## config.mk

```make
export PLATFORM = sky130hd
export DESIGN_NAME = cpu_commit_trace_flat
export DESIGN_NICKNAME = d
export VERILOG_FILES = /design/src/rtl/cpu_commit_trace_if.sv /design/src/rtl/cpu_commit_trace.sv /design/src/flat_wrapper.sv
export SDC_FILE = /design/constraint.sdc
export NUM_CORES = 2
export LEC_CHECK = 0
export BUFFER_PORTS_ARGS = -buffer_cell sky130_fd_sc_hd__buf_2
export CAP_MARGIN = 0
export CORE_MARGIN = 2
export CORE_UTILIZATION = 32
export CTS_CLUSTER_DIAMETER = 200
export DETAILED_ROUTE_END_ITERATION = 8
export PLACE_DENSITY = 0.43
export SYNTH_ARGS = -nofsm -noshare
export SYNTH_HDL_FRONTEND = slang
export SYNTH_SLANG_ARGS = --single-unit
export TNS_END_PERCENT = 30
```

## constraint.sdc

```tcl
create_clock -name clk -period 9.3 [get_ports clk]
set_input_delay 0.465 -clock clk [delete_from_list [all_inputs] [get_ports clk]]
set_output_delay 0.465 -clock clk [all_outputs]
set_load 0.01 [all_outputs]
```

## src/rtl/cpu_commit_trace_if.sv

```systemverilog
// Trace drain port of cpu_commit_trace: head entry, valid/ready handshake and occupancy.
// master = trace buffer (producer of entries), slave = consumer (bench, UART bridge, checker).
interface cpu_commit_trace_if #(
    parameter int unsigned DEPTH = 16
);
    localparam int unsigned CW = $clog2(DEPTH) + 1;

    logic          t_valid;
    logic          t_ready;
    logic          t_kind;
    logic [31:0]   t_pc;
    logic [31:0]   t_addr;
    logic [31:0]   t_data;
    logic [3:0]    t_byteen;
    logic [CW-1:0] t_count;

    modport master (
        output t_valid,
        output t_kind,
        output t_pc,
        output t_addr,
        output t_data,
        output t_byteen,
        output t_count,
        input  t_ready
    );

    modport slave (
        input  t_valid,
        input  t_kind,
        input  t_pc,
        input  t_addr,
        input  t_data,
        input  t_byteen,
        input  t_count,
        output t_ready
    );
endinterface

```

## src/rtl/cpu_commit_trace.sv

```systemverilog
// Commit-trace buffer: records GRF writebacks and data-memory stores reported by the
// pipeline CPU (up to two per cycle, W-stage event before M-stage event) into a
// DEPTH-entry circular FIFO drained over a valid/ready port. Events that do not fit
// are counted in a saturating drop counter and flagged by a sticky overflow bit.
// Optional feature macro: CPU_TRACE_ZERO_FILTER_EN -- when defined, GRF writes to
// register $0 are ignored (neither recorded nor counted as drops).
module cpu_commit_trace #(
    parameter int unsigned DEPTH  = 16,
    parameter int unsigned DROP_W = 16
) (
    input  logic              clk,
    input  logic              reset,
    input  logic              w_grf_we,
    input  logic [4:0]        w_grf_addr,
    input  logic [31:0]       w_grf_wdata,
    input  logic [31:0]       w_inst_addr,
    input  logic [3:0]        m_data_byteen,
    input  logic [31:0]       m_data_addr,
    input  logic [31:0]       m_data_wdata,
    input  logic [31:0]       m_inst_addr,
    cpu_commit_trace_if.master trace,
    output logic [DROP_W-1:0] drop_cnt,
    output logic              overflow
);
    localparam int unsigned PW = $clog2(DEPTH);
    localparam int unsigned CW = PW + 1;
    localparam int unsigned SW = DROP_W + 1;

    typedef struct packed {
        logic        kind;
        logic [31:0] pc;
        logic [31:0] addr;
        logic [31:0] data;
        logic [3:0]  byteen;
    } entry_t;

    entry_t        mem [DEPTH];
    logic [PW-1:0] wr_ptr;
    logic [PW-1:0] rd_ptr;
    logic [CW-1:0] count;

    logic          g_ev;
    logic          m_ev;
    logic          pop;
    entry_t        g_ent;
    entry_t        m_ent;
    entry_t        first_ent;
    entry_t        second_ent;
    entry_t        head;
    logic [1:0]    n_ev;
    logic [1:0]    n_acc;
    logic [1:0]    n_drop;
    logic [CW-1:0] free_slots;
    logic [SW-1:0] drop_sum;

    // Event qualification: which CPU side effects are recorded this cycle.
`ifdef CPU_TRACE_ZERO_FILTER_EN
    assign g_ev = w_grf_we && (w_grf_addr != 5'd0);
`else
    assign g_ev = w_grf_we;
`endif
    assign m_ev = (m_data_byteen != 4'd0);
    assign pop  = trace.t_valid && trace.t_ready;

    // Build entries; the older W-stage event always takes the first slot.
    always_comb begin
        g_ent        = '0;
        m_ent        = '0;
        g_ent.kind   = 1'b0;
        g_ent.pc     = w_inst_addr;
        g_ent.addr   = 32'(w_grf_addr);
        g_ent.data   = w_grf_wdata;
        g_ent.byteen = 4'hF;
        m_ent.kind   = 1'b1;
        m_ent.pc     = m_inst_addr;
        m_ent.addr   = m_data_addr;
        m_ent.data   = m_data_wdata;
        m_ent.byteen = m_data_byteen;
        first_ent    = g_ev ? g_ent : m_ent;
        second_ent   = m_ent;
    end

    // Admission: pop frees its slot before this cycle's pushes are placed.
    always_comb begin
        n_ev       = 2'(g_ev) + 2'(m_ev);
        free_slots = CW'(DEPTH) - count + CW'(pop);
        n_acc      = n_ev;
        if (free_slots < CW'(n_ev)) begin
            n_acc = free_slots[1:0];
        end
        n_drop   = n_ev - n_acc;
        drop_sum = {1'b0, drop_cnt} + SW'(n_drop);
    end

    // Pointers, occupancy and drop bookkeeping.
    always_ff @(posedge clk or negedge reset) begin
        if (!reset) begin
            wr_ptr   <= '0;
            rd_ptr   <= '0;
            count    <= '0;
            drop_cnt <= '0;
            overflow <= 1'b0;
        end else begin
            wr_ptr <= wr_ptr + PW'(n_acc);
            rd_ptr <= rd_ptr + PW'(pop);
            count  <= count + CW'(n_acc) - CW'(pop);
            if (n_drop != 2'd0) begin
                overflow <= 1'b1;
                drop_cnt <= drop_sum[DROP_W] ? {DROP_W{1'b1}} : drop_sum[DROP_W-1:0];
            end
        end
    end

    // Entry storage; contents are only observed through the count-qualified head.
    always_ff @(posedge clk) begin
        if (n_acc != 2'd0) begin
            mem[wr_ptr] <= first_ent;
        end
        if (n_acc == 2'd2) begin
            mem[wr_ptr + PW'(1)] <= second_ent;
        end
    end

    // Head presentation, forced to zero while the buffer is empty.
    always_comb begin
        head = '0;
        if (count != '0) begin
            head = mem[rd_ptr];
        end
    end

    assign trace.t_valid  = (count != '0);
    assign trace.t_count  = count;
    assign trace.t_kind   = head.kind;
    assign trace.t_pc     = head.pc;
    assign trace.t_addr   = head.addr;
    assign trace.t_data   = head.data;
    assign trace.t_byteen = head.byteen;
endmodule
```

## src/flat_wrapper.sv

```systemverilog
// flat-port wrapper written by rule: the top's interface ports become plain ports
module cpu_commit_trace_flat 
#(
    parameter int unsigned DEPTH  = 16,
    parameter int unsigned DROP_W = 16
)
  (clk, reset, w_grf_we, w_grf_addr, w_grf_wdata, w_inst_addr, m_data_byteen, m_data_addr, m_data_wdata, m_inst_addr, drop_cnt, overflow, trace_t_valid, trace_t_kind, trace_t_pc, trace_t_addr, trace_t_data, trace_t_byteen, trace_t_count, trace_t_ready);
  cpu_commit_trace_if #(.DEPTH(DEPTH)) trace_i ();
  input  logic clk;
  input  logic reset;
  input  logic w_grf_we;
  input  logic [4:0] w_grf_addr;
  input  logic [31:0] w_grf_wdata;
  input  logic [31:0] w_inst_addr;
  input  logic [3:0] m_data_byteen;
  input  logic [31:0] m_data_addr;
  input  logic [31:0] m_data_wdata;
  input  logic [31:0] m_inst_addr;
  output logic [DROP_W-1:0] drop_cnt;
  output logic overflow;
  output wire logic [$bits(trace_i.t_valid)-1:0] trace_t_valid;
  output wire logic [$bits(trace_i.t_kind)-1:0] trace_t_kind;
  output wire logic [$bits(trace_i.t_pc)-1:0] trace_t_pc;
  output wire logic [$bits(trace_i.t_addr)-1:0] trace_t_addr;
  output wire logic [$bits(trace_i.t_data)-1:0] trace_t_data;
  output wire logic [$bits(trace_i.t_byteen)-1:0] trace_t_byteen;
  output wire logic [$bits(trace_i.t_count)-1:0] trace_t_count;
  input wire logic [$bits(trace_i.t_ready)-1:0] trace_t_ready;
  assign trace_t_valid = trace_i.t_valid;
  assign trace_t_kind = trace_i.t_kind;
  assign trace_t_pc = trace_i.t_pc;
  assign trace_t_addr = trace_i.t_addr;
  assign trace_t_data = trace_i.t_data;
  assign trace_t_byteen = trace_i.t_byteen;
  assign trace_t_count = trace_i.t_count;
  assign trace_i.t_ready = trace_t_ready;
  cpu_commit_trace #(.DEPTH(DEPTH), .DROP_W(DROP_W)) u_core (.clk(clk), .reset(reset), .w_grf_we(w_grf_we), .w_grf_addr(w_grf_addr), .w_grf_wdata(w_grf_wdata), .w_inst_addr(w_inst_addr), .m_data_byteen(m_data_byteen), .m_data_addr(m_data_addr), .m_data_wdata(m_data_wdata), .m_inst_addr(m_inst_addr), .trace(trace_i), .drop_cnt(drop_cnt), .overflow(overflow));
endmodule
```

; ---- Word-level counts from Yosys, hierarchy flattened
; Memories as Yosys holds them, arrays and structs flattened.
; Index checks and enable logic that the tools add are counted.
[totals]
ff_bits = 30
mem_bits_rw = 1616
in_bits = 173
out_inout_bits = 124
word_cells = 31
n_memories = 1
[op_classes]
add_sub_neg = 10
magnitude_cmp = 1
n_eq_ne = 1
mux = 8
n_reduce_logical = 5
[memory_table]
columns = name, words, word_bits, read_ports, rd_clocked_by_memory_dff, write_ports, line
row1 = u_core.mem, 16, 101, 1, 0, 2, cpu_commit_trace.sv:37  ; entry_t mem [DEPTH];
[ops]
columns = operator, count
row1 = 101-bit 2-to-1 mux, 2
row2 = 16-bit by 2-bit adder with 17-bit output, 1
row3 = 16-bit 2-to-1 mux, 1
row4 = 5-bit by 1-bit adder with 5-bit output, 1
row5 = 5-bit by 2-bit adder with 5-bit output, 1
row6 = 5-bit by 2-bit < comparator with 1-bit output, 1
row7 = 5-bit nonzero test, 1
row8 = 5-bit by 1-bit subtractor with 5-bit output, 1
row9 = "5-bit subtractor, first input constant", 1
row10 = 4-bit by 1-bit adder with 4-bit output, 1
row11 = "4-bit by 1-bit adder with 4-bit output, second input constant", 1
row12 = 4-bit by 2-bit adder with 4-bit output, 1
row13 = 1-bit 2-to-1 mux, 4
row14 = 2-bit nonzero test, 2
row15 = 4-bit nonzero test, 1
row16 = 1-bit by 1-bit adder with 2-bit output, 1
row17 = "2-bit == test, second input constant", 1
row18 = 2-bit 2-to-1 mux, 1
row19 = 2-bit subtractor, 1
row20 = 1-bit logical AND, 1

; ---- Longest topological paths before layout
[depth]
ltp_word = 8
ltp_mapped = 24
ltp_nobuf = 23

; ---- Worst setup path after synthesis
; No wires, ideal clock.
[synth_timing]
path_type = reg2reg
startpoint = register u_core.count[2], in the netlist u_core.trace.t_count[2]
endpoint = memory u_core.mem[5][0] (netlist name) (enable)
setup_ns = 0.480
arrival_time_ns = 6.384
required_time_ns = 8.820
slack_ns = 2.437
stages_incl_launch_ff = 18
path_buffers = 3
period_less_slack_ns = 6.863
cell_sequence = dfrtp_1 inv_1 ha_1 nand2b_1 or3_1 clkbuf_1 nand2_1 ha_1 inv_1 ha_1 ha_1 a21bo_2 o2111ai_2 or3_1 buf_2 a21oi_1 buf_2 nand2b_1
[synth_lines]
columns = item, line
row1 = "start, declared", cpu_commit_trace.sv:40  ; logic [CW-1:0] count;
row2 = "start signal, assigned", cpu_commit_trace.sv:106  ; count <= count + CW'(n_acc) - CW'(pop);
row3 = "end, declared", cpu_commit_trace.sv:37

==> impl_metrics.toml <==
[route]
drt_iter0_drc = 4183
detail_route.first_pass.iterations = 5
via_per_inst = 5.842
wl_per_cell_um = 35.36
drc = 0
drt.antenna.violating_nets = 0
wl_um = 294500
vias = 48650

[sta]
drv_slew = 0
max_freq_mhz = 146.5
hold_viol = 0
setup_tns_ps = 0
finalCriticalPeriod_ps = 6825
slew_headroom = 0.09076
fin_worst_skew_ps = 44.31
rsz0062_at_grt = "false"
setup-violations-final = 0
post-route-period-util = 0.7339
tightest_slew_ps = 1364

[global_route]
overflow = 0
grt_antenna_before_repair = 23
grt_start_max_net_pins = 135
grt_usage = 0.2294
grt_pass1_vias = 50040
grt_pass1_wl_um = 413300

[clocking]
cts_buffer_depth = 3
clkTransAtPathRegs_ps = 60
ctsResizeCount = 0
cts-buffers-inserted = 194
htreeDepth = 4
hold_buffers = 1
cts_tree = "built"
clock-sinks = 1646
clkLatencyLatePin_ps = 850
root_buffer = "clkbuf_16"
cts_setup_buffers = 0

[synth]
ys_types = 64
async_flop_share = 0.01823
synth_area_leaders = "edfxtp_1 (60%), mux4_2 (14%), a22o_1 (12%), clkbuf_1 (2.2%), and3_1 (1.7%)"
synth_seq_cells = 1646
synthFlopType = "edfxtp_1"
synth_top_area_share = 0.6016
synth_warnings = 0
synth_area_per_cell_um2 = 16.31
yosys-top-cells-count = "edfxtp_1 (1600), a22o_1 (1106), mux4_2 (505)"
synth_most_common_cell = "edfxtp_1"
synth_nets = 5090
synth_top_area_cell = "edfxtp_1"
synth_seq_area_share = 0.6150
synth_area_um2 = 79860
syn_inst = 4896
synth-edff-count = 1600

[floorplan]
rows = 183
fp.dieArea_um2 = 253600
fp.dieH_um = 503.6
initial_utilization = 0.3215
ios = 297
die_w_um = 503.6
core_area_um2 = 248400

[hold_path]
whs_endpoint = "u_core.mem[4][50]"
hold_class = "input pin to flop"
hold_start = "m_data_addr[14]"
holdPathStages = 2

[layout]
syn_to_final_growth_pct = 13.00
area.sequential_um2 = 49130
multi_input_area_um2 = 28110
final_util = 0.3633
layout.nets = 5018
num-fill-cells = 23120
drive_above_1_share = 0.2678

[setup_path]
arrival_ps = 7300
reg2reg_slack_ps = 2470
cp_slowest_cell = "a21oi_4"
setup.worst_path.class = "flop to flop"
end_kind = "flop"
cpPeakStageDelay_ps = 1010
critPathLaunchType = "flop"
r2r-start = "u_core.trace.t_count[2]"
cp_cell_sequence = "inv_1 -> ha_1 -> nand2b_1 -> or3_4 -> nand2_1 -> ha_1 -> inv_1 -> ha_1 -> ha_1 -> a21bo_2 -> o2111ai_2 -> or3_1 -> a21oi_4 -> or2_4 -> buf_4"
cp_common_cell = "ha_1"
r2r_end = "u_core.mem[13][76]"
r2r_cells = 15
required_ps = 9780
cp_max_fo = 44

[pwr]
p_leak_nw = 30.49
power_density_nw_per_um2 = 324.3
irDropWorstVdd_mv = 0.3276

[placement]
portBuffers = 296
dp_hpwl_um = 160300
gp_congestion = 0.7536

[run]
drv_cap = 0

[run_status]
outcome = "finished clean"
worst max-delay path: cells and delay by family, from the launching register on:
kind	cells	cell delay [ps]
AO/OA/AOI/OAI	3	1490
flip-flops	1	450
adder cells (fa/ha/maj)	4	1030
buffers and inverters	3	940
AND/OR/NAND/NOR	5	2410
metal layers:
layer  wire length [µm]  share of wire  track usage
met1             125200           0.43       0.3092
met2             145400           0.49       0.3850
met3              16010          0.054      0.03543
met4               7721          0.026      0.06057
met5                 69        0.00023            0
state kept, by name, summed over array words and instances (netlist names):
register and count:
u_core.drop_cnt 16, u_core.mem 1616, u_core.overflow 1, u_core.rd_ptr 4
u_core.trace.t_count 5, u_core.wr_ptr 4
metrics by stage:
| step | hold slack [ps] | total power, mW | std cells | area (µm²) | setup WS, ps |
|---|---|---|---|---|---|
| 4_1_cts | 21.47 | 29.68 | 8319 | 90220 | 2495 |
| 6_report | 85.29 | 29.27 | 8327 | 90240 | 2475 |
| 2_1_floorplan | 169.4 | 17.49 | 4896 | 79860 | 2437 |
| 5_1_grt | 51.78 | 30.42 | 8321 | 90230 | 2162 |
| 3_5_place_dp | 433.5 | 22.15 | 7957 | 84070 | 2528 |
| 3_3_place_gp | 429.0 | 22.14 | 7957 | 84070 | 2513 |
cell type report:
cell class	instances	share of cell area
Antenna cell	8	0.0002218
Clock buffer	248	0.05672
Clock inverter	113	0.01141
Inverter	33	0.001373
Multi-Input combinational cell	2531	0.3115
Sequential cell	1646	0.5444
Tap cell	3330	0.04617
Timing Repair Buffer	418	0.02819
cells in the final DEF, fill, tap and decap left out, types with 55 or more instances in the layout:
cell type | synthesis | layout
a22o_1 | 1106 | 1106
and2_1 | 102 | 101
and3_1 | 220 | 220
buf_2 | 69 | 295
buf_4 | 2 | 110
clkbuf_16 | 0 | 195
clkinv_1 | 0 | 55
edfxtp_1 | 1600 | 1600
mux2_2 | 72 | 72
mux4_2 | 505 | 505
nor2b_1 | 214 | 212
o21a_1 | 57 | 57
worst max path at each step:
stage	from	endpoint	cells past startpoint	slack (ps)
floorplan	u_core.trace.t_count[2]	u_core.mem[5][0]	17	2440
detailed placement	u_core.trace.t_count[2]	u_core.mem[13][55]	15	2530
global placement	u_core.trace.t_count[2]	u_core.mem[13][77]	15	2510
CTS	u_core.trace.t_count[2]	u_core.mem[13][73]	15	2500
global route	u_core.trace.t_count[2]	u_core.mem[13][70]	15	2160
finish	u_core.trace.t_count[2]	u_core.mem[13][76]	15	2470
where the power goes:
part	internal [mW]	switching [mW]
clock network	4.21	3.28
registers	10.0	0.528
logic	4.41	6.83
total	18.6	10.6
cells by family after synthesis:
logic type	Yosys count	share of synthesized area
buffers and inverters	719	0.03763
flip-flops	1646	0.6150
adder cells (fa/ha/maj)	21	0.003572
AND/OR/NAND/NOR	664	0.05172
AO/OA/AOI/OAI	1252	0.1376
XOR/XNOR	17	0.001864
multiplexers	577	0.1526
No activity file was read; power rests on OpenSTA's default activity.
